===== src/rtl/uart_rx_deserializer_if.sv =====
// Parallel-side and serial-side signals of the UART receive front end.
interface uart_rx_deserializer_if #(
  parameter int DATA_SIZE = 7
);
  logic                 rx;
  logic                 data_read_ack;
  logic [DATA_SIZE-1:0] d_o;
  logic                 data_ready;
  logic                 frame_error;
  logic                 overrun;
  logic                 busy;

  // Environment side: drives the line and the acknowledge, consumes the word.
  modport master (
    output rx,
    output data_read_ack,
    input  d_o,
    input  data_ready,
    input  frame_error,
    input  overrun,
    input  busy
  );

  // Receiver side.
  modport slave (
    input  rx,
    input  data_read_ack,
    output d_o,
    output data_ready,
    output frame_error,
    output overrun,
    output busy
  );
endinterface


===== src/rtl/uart_rx_deserializer.sv =====
// UART receive front end: 2-FF synchroniser, start-edge referenced oversample
// timing, LSB-first deserialisation, stop-bit check and ready/ack handshake.
module uart_rx_deserializer #(
  parameter int DATA_SIZE  = 7,
  parameter int OVERSAMPLE = 16,
  parameter int CLK_DIV    = 27
) (
  input  logic                   clk,
  input  logic                   res,
  uart_rx_deserializer_if.slave  bus
);
  localparam int DIV_W = (CLK_DIV > 1) ? $clog2(CLK_DIV) : 1;
  localparam int TCK_W = $clog2(OVERSAMPLE);
  localparam int BIT_W = (DATA_SIZE > 1) ? $clog2(DATA_SIZE) : 1;
  localparam logic [DIV_W-1:0] DIV_LAST = DIV_W'(CLK_DIV - 1);
  localparam logic [TCK_W-1:0] TCK_MID  = TCK_W'(OVERSAMPLE / 2 - 1);
  localparam logic [TCK_W-1:0] TCK_LAST = TCK_W'(OVERSAMPLE - 1);
  localparam logic [BIT_W-1:0] BIT_LAST = BIT_W'(DATA_SIZE - 1);

  typedef enum logic [1:0] {IDLE, START, DATA, STOP} state_t;

  state_t               state_q, state_d;
  logic                 sync1_q, sync2_q, rx_s;
  logic [DIV_W-1:0]     div_q, div_d;
  logic [TCK_W-1:0]     tick_cnt_q, tick_cnt_d;
  logic [BIT_W-1:0]     bit_cnt_q, bit_cnt_d;
  logic [DATA_SIZE-1:0] sh_q, sh_d;
  logic [DATA_SIZE-1:0] d_q;
  logic                 ready_q, ferr_q, ovr_q;
  logic                 tick, mid_hit, bit_hit;
  logic                 shift_en, frame_done;

  // Two-flop synchroniser, preset to the idle (high) line level.
  always_ff @(posedge clk) begin
    if (res) begin
      sync1_q <= 1'b1;
      sync2_q <= 1'b1;
    end else begin
      sync1_q <= bus.rx;
      sync2_q <= sync1_q;
    end
  end

  assign rx_s    = sync2_q;
  assign tick    = (state_q != IDLE) && (div_q == DIV_LAST);
  assign mid_hit = tick && (tick_cnt_q == TCK_MID);
  assign bit_hit = tick && (tick_cnt_q == TCK_LAST);

  // FSM state register.
  always_ff @(posedge clk) begin
    if (res) state_q <= IDLE;
    else     state_q <= state_d;
  end

  // FSM next-state logic.
  always_comb begin
    state_d = state_q;
    case (state_q)
      IDLE:    if (!rx_s) state_d = START;
      START:   if (mid_hit) state_d = rx_s ? IDLE : DATA;
      DATA:    if (bit_hit && (bit_cnt_q == BIT_LAST)) state_d = STOP;
      STOP:    if (bit_hit) state_d = IDLE;
      default: state_d = IDLE;
    endcase
  end

  // FSM output decode: data-bit sample strobe and frame-complete strobe.
  always_comb begin
    shift_en   = 1'b0;
    frame_done = 1'b0;
    case (state_q)
      DATA:    shift_en   = bit_hit;
      STOP:    frame_done = bit_hit;
      default: ;
    endcase
  end

  assign bus.busy = (state_q != IDLE);

  // Timing counters and shift register next state; the divider idles at 0
  // so the first tick phase is locked to the detected start edge.
  always_comb begin
    if (state_q == IDLE || div_q == DIV_LAST) div_d = '0;
    else                                      div_d = div_q + 1'b1;

    tick_cnt_d = tick_cnt_q;
    if (state_d != state_q) tick_cnt_d = '0;
    else if (tick)          tick_cnt_d = (tick_cnt_q == TCK_LAST) ? '0 : tick_cnt_q + 1'b1;

    bit_cnt_d = bit_cnt_q;
    if (state_q != DATA) bit_cnt_d = '0;
    else if (shift_en)   bit_cnt_d = bit_cnt_q + 1'b1;

    sh_d = shift_en ? {rx_s, sh_q[DATA_SIZE-1:1]} : sh_q;
  end

  // Timing counters and shift register.
  always_ff @(posedge clk) begin
    if (res) begin
      div_q      <= '0;
      tick_cnt_q <= '0;
      bit_cnt_q  <= '0;
      sh_q       <= '0;
    end else begin
      div_q      <= div_d;
      tick_cnt_q <= tick_cnt_d;
      bit_cnt_q  <= bit_cnt_d;
      sh_q       <= sh_d;
    end
  end

  // Output word and handshake; a completing frame takes priority over an ack.
  always_ff @(posedge clk) begin
    if (res) begin
      d_q     <= '0;
      ready_q <= 1'b0;
      ferr_q  <= 1'b0;
      ovr_q   <= 1'b0;
    end else begin
      ovr_q <= 1'b0;
      if (frame_done) begin
        d_q     <= sh_q;
        ready_q <= 1'b1;
        if (rx_s) begin
          ferr_q <= 1'b0;
          ovr_q  <= ready_q && !ferr_q && !bus.data_read_ack;
        end else begin
          ferr_q <= 1'b1;
        end
      end else if (ferr_q) begin
        ready_q <= 1'b0;
        ferr_q  <= 1'b0;
      end else if (ready_q && bus.data_read_ack) begin
        ready_q <= 1'b0;
      end
    end
  end

  assign bus.d_o         = d_q;
  assign bus.data_ready  = ready_q;
  assign bus.frame_error = ferr_q;
  assign bus.overrun     = ovr_q;
endmodule

===== src/flat_wrapper.sv =====
// flat-port wrapper written by rule: the top's interface ports become plain ports
module uart_rx_deserializer_flat 
#(
  parameter int DATA_SIZE  = 7,
  parameter int OVERSAMPLE = 16,
  parameter int CLK_DIV    = 27
)
  (clk, res, bus_rx, bus_data_read_ack, bus_d_o, bus_data_ready, bus_frame_error, bus_overrun, bus_busy);
  uart_rx_deserializer_if #(.DATA_SIZE(DATA_SIZE)) bus_i ();
  input  logic clk;
  input  logic res;
  input wire logic [$bits(bus_i.rx)-1:0] bus_rx;
  input wire logic [$bits(bus_i.data_read_ack)-1:0] bus_data_read_ack;
  output wire logic [$bits(bus_i.d_o)-1:0] bus_d_o;
  output wire logic [$bits(bus_i.data_ready)-1:0] bus_data_ready;
  output wire logic [$bits(bus_i.frame_error)-1:0] bus_frame_error;
  output wire logic [$bits(bus_i.overrun)-1:0] bus_overrun;
  output wire logic [$bits(bus_i.busy)-1:0] bus_busy;
  assign bus_i.rx = bus_rx;
  assign bus_i.data_read_ack = bus_data_read_ack;
  assign bus_d_o = bus_i.d_o;
  assign bus_data_ready = bus_i.data_ready;
  assign bus_frame_error = bus_i.frame_error;
  assign bus_overrun = bus_i.overrun;
  assign bus_busy = bus_i.busy;
  uart_rx_deserializer #(.DATA_SIZE(DATA_SIZE), .OVERSAMPLE(OVERSAMPLE), .CLK_DIV(CLK_DIV)) u_core (.clk(clk), .res(res), .bus(bus_i));
endmodule

===== config.mk =====
export PLATFORM = sky130hd
export DESIGN_NAME = uart_rx_deserializer_flat
export DESIGN_NICKNAME = d
export VERILOG_FILES = /design/src/rtl/uart_rx_deserializer_if.sv /design/src/rtl/uart_rx_deserializer.sv /design/src/flat_wrapper.sv
export SDC_FILE = /design/constraint.sdc
export NUM_CORES = 1
export LEC_CHECK = 0
export CAP_MARGIN = 25
export CORE_ASPECT_RATIO = 1.75
export CORE_MARGIN = 1.5
export CORE_UTILIZATION = 50
export CTS_CLUSTER_DIAMETER = 30
export DETAILED_ROUTE_END_ITERATION = 8
export PLACE_DENSITY_LB_ADDON = 0.1
export SKIP_LAST_GASP = 1
export SLEW_MARGIN = 20
export SYNTH_ARGS = -nofsm -noshare
export SYNTH_HDL_FRONTEND = slang
export SYNTH_SLANG_ARGS = --single-unit

===== constraint.sdc =====
create_clock -name clk -period 4.9 [get_ports clk]
set_input_delay 0.49 -clock clk [delete_from_list [all_inputs] [get_ports clk]]
set_output_delay 0.49 -clock clk [all_outputs]
set_load 0.05 [all_outputs]

==> impl_metrics.toml <==
[clock_tree]
cts_inserted_buffers = 5
clock_latency_of_the_later_clocked_register_in_the_worst_skew_pair_ns = 0.29
root_buffer = "sky130_fd_sc_hd__clkbuf_8"
clkTransAtPathRegs_ns = 0.07
cts.htree.levels = 2
postCtsSetupRepairBufs = 0
post_cts_hold_buffer_count = 0
cts_tree = "built"
tritoncts_num_sinks = 33
clockBufferDepth = 2
ctsResizeCount = 0

[die]
rows = 26
start_util = 0.536
core_area_um2 = 2960
num_io_pins = 15
dieHeight_um = 77.5
die_area_um2 = 3540
die_w_um = 45.6

[global_route]
globalRoute.totalOverflow = 0
grt_pass1_wl_mm = 5.62
grt_util_all_layers = 0.215
grt_antenna_before_repair = 0
grt_pass1_vias = 1267
pin_count_of_the_biggest_net_entering_global_routing = 28

[critical_path]
path_type_of_the_worst_setup_path = "register to output pin"
worstSetupStartpointType = "register"
ff2ff_setup_slack_ns = 2.84
critical_path_buf_inv_count = 2
critical_path.top_delay_family = "buffers and inverters"
crit_arrival_ns = 2.11
reg2reg_capture_point = "u_core.bit_cnt_q[1]"
worst_r2r_startpoint = "u_core.div_q[0]"
worst_ep_required_time_ns = 4.41
cp_slowest_stage_delay_ns = 0.75
worst-r2r-cell-count = 5
crit_slowest_cell = "sky130_fd_sc_hd__clkdlybuf4s50_1"
timing.critical_path.cells = "nor2_1 -> inv_1 -> clkdlybuf4s50_1"
path_max_fanout = 11
cp-end-kind = "output pin"
critical_path_depth = 3

[synth]
dominantRegCellSynth = "sky130_fd_sc_hd__dfxtp_1"
synthesis.instances = 172
synth.net_count = 181
mappedNetlistArea_um2 = 1590
synth_cell_types = 41
yosysWarningCount = 0
synth_seq_cells = 33
synth_enable_flop_cells = 0
ys_seq_area_frac = 0.416
syn_avg_cell_area_um2 = 9.23
async_set_or_reset_register_ratio_after_synthesis = 0

[placement]
gp_congestion = 0.814
dp.final_hpwl_mm = 2.16
placed_cells = 211
place_worst_setup_slack_ns = 2.67
io_buffers = 14

[run_status]
outcome = "completed"

[layout]
post_layout_nonfiller_instances = 219
finish.net_count = 185
area_growth_pct = 11.2
post_route_cells_drive_above_1_share = 0.0847
most_common_cell_after_layout_fill_and_taps_aside = "sky130_fd_sc_hd__dfxtp_1"
diodes = 0
final.fill_count = 272
most-common-layout-cells = "sky130_fd_sc_hd__dfxtp_1, sky130_fd_sc_hd__nand4_1, sky130_fd_sc_hd__o31ai_1, sky130_fd_sc_hd__a21oi_1, sky130_fd_sc_hd__clkdlybuf4s50_1"

[route]
drc = 0
wl_per_cell_um = 15.1
via_per_inst = 6.15
drt.antenna.violating_nets = 0
drt_first_iter_violations = 40
via_count = 1346
detailedRoute.firstPassIterationCount = 4
route.final.wire_length_mm = 3.30

[min_path]
worst_hold_path_type = "register to register"
min_to = "u_core.rx_s"
min-delay-start = "u_core.sync1_q"
hold-path-cell-count = 1

[sta]
final.min_clock_period_ns = 2.60
max_freq_mhz = 385
post-route-period-util = 0.530
slew_headroom = 0.398
grt_setup_unrepaired = "false"
finalHoldViolCount = 0
timing.final.ws_setup_ns = 2.30
worst_slew_pin_slew_ns = 0.900
finalMaxSlewViolations = 0
tns_ns = 0
finalSetupViolations = 0
finalClockSkew_ns = 0.00480

[power]
pwr_density_cell_nw_per_um2 = 280
vdd_ir_drop_max_uv = 224
power_leakage_nw = 0.596

[run]
cap_violations = 0
[through the flow]
step | utilization | hold WS (ns) | power (mW) | cell area [um2]
after floorplan | - | 0.389 | 0.297 | 1590
after global placement | 0.568 | 0.399 | 0.302 | 1680
after detailed placement | 0.568 | 0.400 | 0.303 | 1680
after CTS | 0.596 | 0.421 | 0.497 | 1770
after global routing | 0.596 | 0.437 | 0.515 | 1770
final | 0.596 | 0.415 | 0.494 | 1770
[cell families (layout without fill, tap and decap cells)]
family / Yosys count / count (layout) / share of synthesized area
buffers and inverters: 21 / 26 / 0.0709
AO/OA/AOI/OAI: 51 / 51 / 0.222
AND/OR/NAND/NOR: 57 / 57 / 0.222
multiplexers: 1 / 1 / 0.00709
flip-flops: 33 / 33 / 0.416
adder cells (fa/ha/maj): 5 / 5 / 0.0394
XOR/XNOR: 4 / 4 / 0.0221
[synth_stat cells (4+ instances only)]
master / instances / share of area
sky130_fd_sc_hd__o31ai_1: 17 / 0.080
sky130_fd_sc_hd__nand3_1: 5 / 0.016
sky130_fd_sc_hd__nand4_1: 17 / 0.067
sky130_fd_sc_hd__nand2_1: 4 / 0.0095
sky130_fd_sc_hd__nor2_1: 9 / 0.021
sky130_fd_sc_hd__dfxtp_1: 33 / 0.42
sky130_fd_sc_hd__inv_1: 4 / 0.0095
sky130_fd_sc_hd__a21oi_1: 16 / 0.050
sky130_fd_sc_hd__clkbuf_1: 9 / 0.021
sky130_fd_sc_hd__or4_1: 4 / 0.019
sky130_fd_sc_hd__ha_1: 5 / 0.039
[power breakdown]
part           switching (mW)  total (mW)  leakage (nW)  internal [mW]
Combinational          0.0136      0.0224         0.284        0.00874
Sequential            0.00377       0.274         0.267          0.271
Clock                  0.0986       0.197        0.0450         0.0983
[worst register-to-register path, cell delays in order (launching register included)]
cell and delay (ns):
sky130_fd_sc_hd__dfxtp_1 0.33, sky130_fd_sc_hd__inv_1 0.06, sky130_fd_sc_hd__ha_1 0.20, sky130_fd_sc_hd__and4b_1 0.72
sky130_fd_sc_hd__a31oi_1 0.17, sky130_fd_sc_hd__a2111oi_0 0.44
[registers in the layout, summed over array words and instances (netlist names)]
| signal | count |
|---|---|
| u_core.sync1_q | 1 |
| u_core.bus.frame_error | 1 |
| u_core.tick_cnt_q | 4 |
| u_core.div_q | 5 |
| u_core.sh_q | 7 |
| u_core.bus.data_ready | 1 |
| u_core.rx_s | 1 |
| u_core.bus.overrun | 1 |
| u_core.bus.d_o | 7 |
| u_core.state_q | 2 |
| u_core.bit_cnt_q | 3 |
[layer usage]
layer | part of all wire | global-route usage | vias up
met2 | 0.53 | 0.356 | 23
li1 | - | - | 662
met5 | 0 | 0 | -
met3 | 0.029 | 0.0558 | 5
met4 | 0.026 | 0.121 | 0
met1 | 0.41 | 0.232 | 656
[layout make-up]
| type | instances | area (um2) | area share |
|---|---|---|---|
| flip-flops and latches | 33 | 661 | 0.374 |
| well taps | 42 | 52.6 | 0.0298 |
| multi-input cells | 118 | 815 | 0.461 |
| clock buffers | 6 | 72.6 | 0.0411 |
| inverters | 4 | 15.0 | 0.00850 |
| repair buffers | 14 | 140 | 0.0794 |
| clock inverters | 2 | 10.0 | 0.00567 |
[worst max-delay path by stage]
stage | start | end | slack [ns]
3_3_place_gp | u_core.state_q[1] | bus_busy | 2.71
2_1_floorplan | u_core.state_q[0] | u_core.tick_cnt_q[1] | 3.26
5_1_grt | u_core.state_q[1] | bus_busy | 2.19
3_5_place_dp | u_core.state_q[1] | bus_busy | 2.67
4_1_cts | u_core.state_q[1] | bus_busy | 2.34
6_report | u_core.state_q[1] | bus_busy | 2.30
No activity file was read; power rests on OpenSTA's default activity.
